<file path="config.mk">
export PLATFORM = sky130hd
export DESIGN_NAME = gray_pingpong_writer
export DESIGN_NICKNAME = d
export VERILOG_FILES = /design/src/rtl/stereo_cam_pkg.sv /design/src/rtl/rgb565_to_luma.sv /design/src/rtl/gray_pingpong_writer.sv
export SDC_FILE = /design/constraint.sdc
export NUM_CORES = 1
export LEC_CHECK = 0
export ABC_CLOCK_PERIOD_IN_PS = 10300
export CAP_MARGIN = 20
export CORE_ASPECT_RATIO = 0.6
export CORE_UTILIZATION = 55
export CTS_CLUSTER_SIZE = 12
export DETAILED_ROUTE_END_ITERATION = 8
export DONT_BUFFER_PORTS = 1
export PLACE_DENSITY = 0.76
export SETUP_SLACK_MARGIN = 0.5
export SYNTH_ARGS = -nofsm -noshare
export SYNTH_HDL_FRONTEND = slang
export SYNTH_SLANG_ARGS = --single-unit
</file>
<file path="constraint.sdc">
create_clock -name pclk -period 10.3 [get_ports pclk]
set_input_delay 1.545 -clock pclk [delete_from_list [all_inputs] [get_ports pclk]]
set_output_delay 1.545 -clock pclk [all_outputs]
set_load 0.02 [all_outputs]
</file>
<file path="src/rtl/stereo_cam_pkg.sv">
// Shared constants, state type and channel-expansion helpers for the stereo
// camera capture path.
package stereo_cam_pkg;

  localparam int unsigned H_RES_DFLT = 320;
  localparam int unsigned V_RES_DFLT = 240;
  localparam int unsigned FRAME_PIX  = H_RES_DFLT * V_RES_DFLT;

  localparam logic [7:0] COEF_R = 8'd77;
  localparam logic [7:0] COEF_G = 8'd150;
  localparam logic [7:0] COEF_B = 8'd29;

  typedef enum logic [1:0] {
    S_WAIT_VS,
    S_CAPTURE,
    S_DONE
  } cap_state_t;

  // Replicate the top bits into the gap so full-scale maps to 255.
  function automatic logic [7:0] expand5(input logic [4:0] c);
    return {c, c[4:2]};
  endfunction

  function automatic logic [7:0] expand6(input logic [5:0] c);
    return {c, c[5:4]};
  endfunction

endpackage

</file>
<file path="src/rtl/rgb565_to_luma.sv">
// Three-stage RGB565 -> 8-bit luma pipeline; bank/address/last tags travel
// alongside the data so the writer can retire pixels in order.
module rgb565_to_luma
  import stereo_cam_pkg::*;
#(
  parameter int unsigned ADDR_W = 17
) (
  input  logic              pclk,
  input  logic              reset,
  input  logic              in_valid,
  input  logic              in_bank,
  input  logic [ADDR_W-1:0] in_addr,
  input  logic              in_last,
  input  logic [15:0]       in_rgb,
  output logic              out_valid,
  output logic              out_bank,
  output logic [ADDR_W-1:0] out_addr,
  output logic              out_last,
  output logic [7:0]        out_luma
);

  logic [2:0]        vld;
  logic [2:0]        bank;
  logic [2:0]        last;
  logic [ADDR_W-1:0] addr [3];
  logic [7:0]        r8, g8, b8;
  logic [15:0]       pr, pg, pb;
  logic [7:0]        luma;

  always_ff @(posedge pclk) begin
    if (reset) begin
      vld <= '0;
    end else begin
      vld <= {vld[1:0], in_valid};
    end
  end

  always_ff @(posedge pclk) begin
    bank    <= {bank[1:0], in_bank};
    last    <= {last[1:0], in_last};
    addr[0] <= in_addr;
    addr[1] <= addr[0];
    addr[2] <= addr[1];
    r8      <= expand5(in_rgb[15:11]);
    g8      <= expand6(in_rgb[10:5]);
    b8      <= expand5(in_rgb[4:0]);
    pr      <= {8'd0, COEF_R} * {8'd0, r8};
    pg      <= {8'd0, COEF_G} * {8'd0, g8};
    pb      <= {8'd0, COEF_B} * {8'd0, b8};
    // Coefficients sum to 256, so the 16-bit sum cannot overflow.
    luma    <= 8'((pr + pg + pb) >> 8);
  end

  assign out_valid = vld[2];
  assign out_bank  = bank[2];
  assign out_addr  = addr[2];
  assign out_last  = last[2];
  assign out_luma  = luma;

endmodule

</file>
<file path="src/rtl/gray_pingpong_writer.sv">
// Writes luma frames into a two-bank buffer and swaps banks on frame
// completion only once the consumer has released its bank.
module gray_pingpong_writer
  import stereo_cam_pkg::*;
#(
  parameter int unsigned H_RES  = H_RES_DFLT,
  parameter int unsigned V_RES  = V_RES_DFLT,
  parameter int unsigned ADDR_W = $clog2(FRAME_PIX)
) (
  input  logic              pclk,
  input  logic              reset,
  input  logic              v_sync,
  input  logic              we,
  input  logic [ADDR_W-1:0] wAddr,
  input  logic [15:0]       wData,
  input  logic              rd_release,
  output logic              mem_we,
  output logic [ADDR_W:0]   mem_addr,
  output logic [7:0]        mem_data,
  output logic              rd_bank,
  output logic              frame_done,
  output logic [7:0]        drop_cnt,
  output logic [7:0]        trunc_cnt
);

  localparam int unsigned       FRAME_LEN = H_RES * V_RES;
  localparam logic [ADDR_W-1:0] LAST_ADDR = ADDR_W'(FRAME_LEN - 1);

  cap_state_t        state, state_nx;
  logic              vs_q, vs_fall, vs_rise;
  logic              rd_free;
  logic              admit;
  logic              publish, drop_ev, trunc_ev;
  logic              p_valid, p_bank, p_last;
  logic [ADDR_W-1:0] p_addr;
  logic [7:0]        p_luma;

  assign vs_fall = vs_q & ~v_sync;
  assign vs_rise = ~vs_q & v_sync;
  assign admit   = we && (state == S_CAPTURE) && (32'(wAddr) < FRAME_LEN);

  rgb565_to_luma #(.ADDR_W(ADDR_W)) u_luma (
    .pclk      (pclk),
    .reset     (reset),
    .in_valid  (admit),
    .in_bank   (~rd_bank),
    .in_addr   (wAddr),
    .in_last   (wAddr == LAST_ADDR),
    .in_rgb    (wData),
    .out_valid (p_valid),
    .out_bank  (p_bank),
    .out_addr  (p_addr),
    .out_last  (p_last),
    .out_luma  (p_luma)
  );

  always_comb begin
    state_nx = state;
    publish  = 1'b0;
    drop_ev  = 1'b0;
    trunc_ev = 1'b0;
    unique case (state)
      S_WAIT_VS: if (vs_fall) state_nx = S_CAPTURE;
      S_CAPTURE: begin
        if (p_valid && p_last) begin
          state_nx = S_DONE;
        end else if (vs_rise) begin
          state_nx = S_WAIT_VS;
          trunc_ev = 1'b1;
        end
      end
      S_DONE: begin
        state_nx = S_WAIT_VS;
        // A release arriving in this very cycle still frees the bank.
        if (rd_free || rd_release) publish = 1'b1;
        else                       drop_ev = 1'b1;
      end
      default: state_nx = S_WAIT_VS;
    endcase
  end

  always_ff @(posedge pclk) begin
    vs_q <= v_sync;
  end

  always_ff @(posedge pclk) begin
    if (reset) begin
      state      <= S_WAIT_VS;
      rd_bank    <= 1'b1;
      rd_free    <= 1'b1;
      frame_done <= 1'b0;
      drop_cnt   <= '0;
      trunc_cnt  <= '0;
      mem_we     <= 1'b0;
      mem_addr   <= '0;
      mem_data   <= '0;
    end else begin
      state      <= state_nx;
      frame_done <= publish;
      if (publish) begin
        rd_bank <= ~rd_bank;
        rd_free <= 1'b0;
      end else if (rd_release) begin
        rd_free <= 1'b1;
      end
      if (drop_ev && drop_cnt != '1)   drop_cnt  <= drop_cnt + 8'd1;
      if (trunc_ev && trunc_cnt != '1) trunc_cnt <= trunc_cnt + 8'd1;
      mem_we <= p_valid;
      if (p_valid) begin
        mem_addr <= {p_bank, p_addr};
        mem_data <= p_luma;
      end
    end
  end

endmodule

</file>
==> summary.md <==
| Metric | Value |
|---|---|
| Net Count, Synth | `approximately 910` |
| PostCTS Resize Cnt | `0` |
| # diodes | `0` |
| Vias | `between 4k and 5k` |
| Vias in the first global route | `around 5k` |
| Setup Skew | `0.01319 ns` |
| Synth Warn # | `0` |
| Clock Tree Root | `clkbuf_16` |
| Critical Path Fanout Max | `8` |
| #FFs+latches synth | `between 150 and 200` |
| Arrival time of the worst setup path | `approximately 4 ns` |
| Sw Share | `about a third` |
| Post-CTS setup buffers | `0` |
| DR iter-0 viols | `approximately 220` |
| Post-synth cell types | `a little under 50` |
| Pwr Density | `about 280 nW/um^2` |
| Core outline area | `between 10000 and 15000 sq um` |
| Port Buffers | `0` |
| Detail Route Antenna Nets | `0` |
| H-tree Lvls | `4` |
| Worst path buffer plus inverter count | `2` |
| Fmax | `271.7 MHz` |
| Syn Inst Count | `approximately 720` |
| Post-synthesis sequential area ratio | `between 40% and 50%` |
| Global-route wire length before repair | `roughly 24 mm` |
| Post-synth top area share | `~44%` |
| GR Util All Layers | `21.03%` |
| CTS clk-pin slew, worst paths | `0.08 ns` |
| Starting density of the core | `between 50% and 60%` |
| Gr ovfl total | `0` |
| Crit-path cells | `ha_1 -> ha_1 -> inv_1 -> fa_1 -> fa_1 -> inv_1 -> ha_1 -> a2111oi_4 -> nor2_2 -> a221o_1 -> a21o_1` |
| Critical path's slowest cell | `fa_1` |
| Clock buffer depth | `2` |
| Die X | `between 150 and 200 um` |
| Status | `complete, no violations` |
| Ranking of synthesized cells by area | `dfxtp_1 (44%), ha_1 (18%), fa_1 (9.3%), inv_1 (4.0%), mux2i_1 (3.8%)` |
| Fin. max-slew vios | `0` |
| Final min period | `3.680 ns` |
| Commonest cells post-synth | `dfxtp_1 (176), ha_1 (113), inv_1 (85)` |
| Hold Fails Final Rpt | `0` |
| Fin Setup TNS | `0 ns` |
| Max transition margin | `between 60 and 70%` |
| NetSw | `~0.86 mW` |
| Crit Path Class | `flop to flop` |
| Internal power | `roughly 1.6 mW` |
| Setup crit end kind | `flop` |
| CP most frequent cell | `ha_1` |
| CTS tree | `built` |
| Gate power share | `a little under two fifths` |
| Ys async rst share | `0%` |
| Register share of total power | `34.3%` |
| Final setup vio count | `0` |
| Die Y | `~95 um` |
| Drt pass-1 iters | `4` |
| Footprint of the multi-input gates | `roughly 4000 sq um` |
| Tot Pwr | `approximately 2.5 mW` |
| Die ar. | `15060 sq um` |
| Max incr delay on CP | `~0.5 ns` |
| Leak | `approximately 4 nW` |
| Number of hold buffers added after CTS | `0` |
| DP HPWL | `roughly 11 mm` |
| Post-synth EDFFs | `0` |
| Initial antenna violation count | `0` |
| Unrepaired setup endpoints after global routing | `no` |
| Worst-Margin Slew | `about 0.49 ns` |
| Crit start category | `flop` |
| MaxCap Viol Count | `0` |
| WL/cell | `15.80 um` |
| Clock Sinks | `between 150 and 200` |
| Synthesized area | `8005 sq um` |
| Largest area contributor in the netlist | `dfxtp_1` |
| Worst EP required | `about 11 ns` |
| Final WL | `about 15 mm` |
| Peak supply drop | `0.1635 mV` |
| RePlAce Congestion | `between 0.8 and 0.9` |
| Largest delay share family, worst path | `adder cells` |
| Tcrit/Tclk final | `between 30% and 40%` |
| Most common cell in the netlist | `dfxtp_1` |
| IO Pins | `83` |
| CTS Buf Count | `17` |
| Flip-flop and latch area | `3523 sq um` |
| Nets | `between 900 and 1k` |
| FILL cells | `1093` |
| Largest net degree at the start of global routing | `between 50 and 60` |
| Clock insertion delay at the later pin of the skew report | `0.42 ns` |
| Via density | `5.206` |
| Rows | `33` |
| Hold/Removal Path Class | `flop to flop` |
| Layout cells sized above 1 | `between 5 and 6%` |
| Average size of a mapped cell | `about 11 sq um` |
| Clock power share | `around 28%` |
| DRC | `0` |
| Main synth FF type | `dfxtp_1` |
| Area growth syn-to-layout | `10.53%` |
-- layer usage --
layer	wire, um	vias up	GRT usage [%]	share of wire, %
li1	-	2442	-	-
met1	7281	2314	27.74	49
met2	6710	100	34.10	45
met3	640	17	4.955	4.3
met4	159	0	6.877	1.1
met5	0	-	0	0
-- cells by family (layout without fill, tap and decap cells) --
family | count (synthesis) | in the layout | synth area share [%]
flops | 176 | 176 | 44.01
fa+ha+maj | 150 | 150 | 26.91
simple gates | 135 | 135 | 8.237
buf+inv | 95 | 118 | 4.501
compound gates | 89 | 89 | 7.549
xor+xnor | 46 | 46 | 5.033
mux | 30 | 30 | 3.751
-- power by group through the flow --
stage	logic, mW	clock network (mW)	registers (mW)
2_1_floorplan	0.740	0	0.838
3_3_place_gp	0.867	0	0.855
3_5_place_dp	0.910	0	0.858
4_1_cts	0.937	0.693	0.844
5_1_grt	1.05	0.718	0.853
6_report	0.941	0.675	0.843
-- flip-flops by register name (all words and copies together), names as in the netlist, 2 cells and up --
name and count:
u_luma.pb 13, drop_cnt 8, u_luma.r8 5, u_luma.pg 15, mem_data 8, u_luma.addr 51
u_luma.out_luma 8, mem_addr 18, u_luma.bank 3, trunc_cnt 8, u_luma.b8 5, u_luma.last 3
state 2, u_luma.g8 6, u_luma.pr 15, u_luma.vld 3
-- cell type report --
class / count / share of cell area (%)
multi-input combinational: 450 / 46.58
sequential: 176 / 39.82
timing repair buffer: 1 / 0.08484
clock buffer: 17 / 4.808
tap: 192 / 2.715
inverter: 85 / 3.606
clock inverter: 15 / 2.390
-- cell usage in the layout, fill, tap and decap left out, drive strengths merged, types with 3 or more instances in the layout --
master,count
a31oi,3
or3,3
nand2b,9
xor2,23
nor2b,10
nand2,17
mux2i,30
nor2,57
o21ai,13
a21oi,29
o21a,6
nand3,12
and4,4
clkinv,3
o21bai,7
nor3,5
nand4,8
xnor2,23
dfxtp,176
o31ai,3
fa,37
ha,113
clkbuf,17
a21o,14
inv,93
-- worst paths after layout --
kind	startpoint	to	slack, ns	depth (start not counted)
worst min-delay path	u_luma.addr[1][0]$_DFF_P_	u_luma.addr[2][0]$_DFF_P_	0.33	0
worst max register to register	u_luma.g8[6]$_DFF_P_	u_luma.pg[15]$_DFF_P_	6.62	11
worst max-delay path	u_luma.g8[6]$_DFF_P_	u_luma.pg[15]$_DFF_P_	6.62	11
worst min register to register	u_luma.addr[1][0]$_DFF_P_	u_luma.addr[2][0]$_DFF_P_	0.33	0
-- stage by stage --
stage / std cells / hold slack, ns / instance area, sq um / util (%) / setup slack (ns)
after CTS: 936 / 0.3291 / 8848 / 63.59 / 6.608
after global placement: 904 / 0.3102 / 8212 / 59.01 / 6.789
after global routing: 936 / 0.3314 / 8848 / 63.59 / 6.466
final: 936 / 0.3288 / 8848 / 63.59 / 6.620
after floorplan: 721 / 0.3096 / 8005 / - / 6.898
after detailed placement: 904 / 0.3121 / 8212 / 59.01 / 6.666
Note: power is estimated with default switching activity, not from simulation.
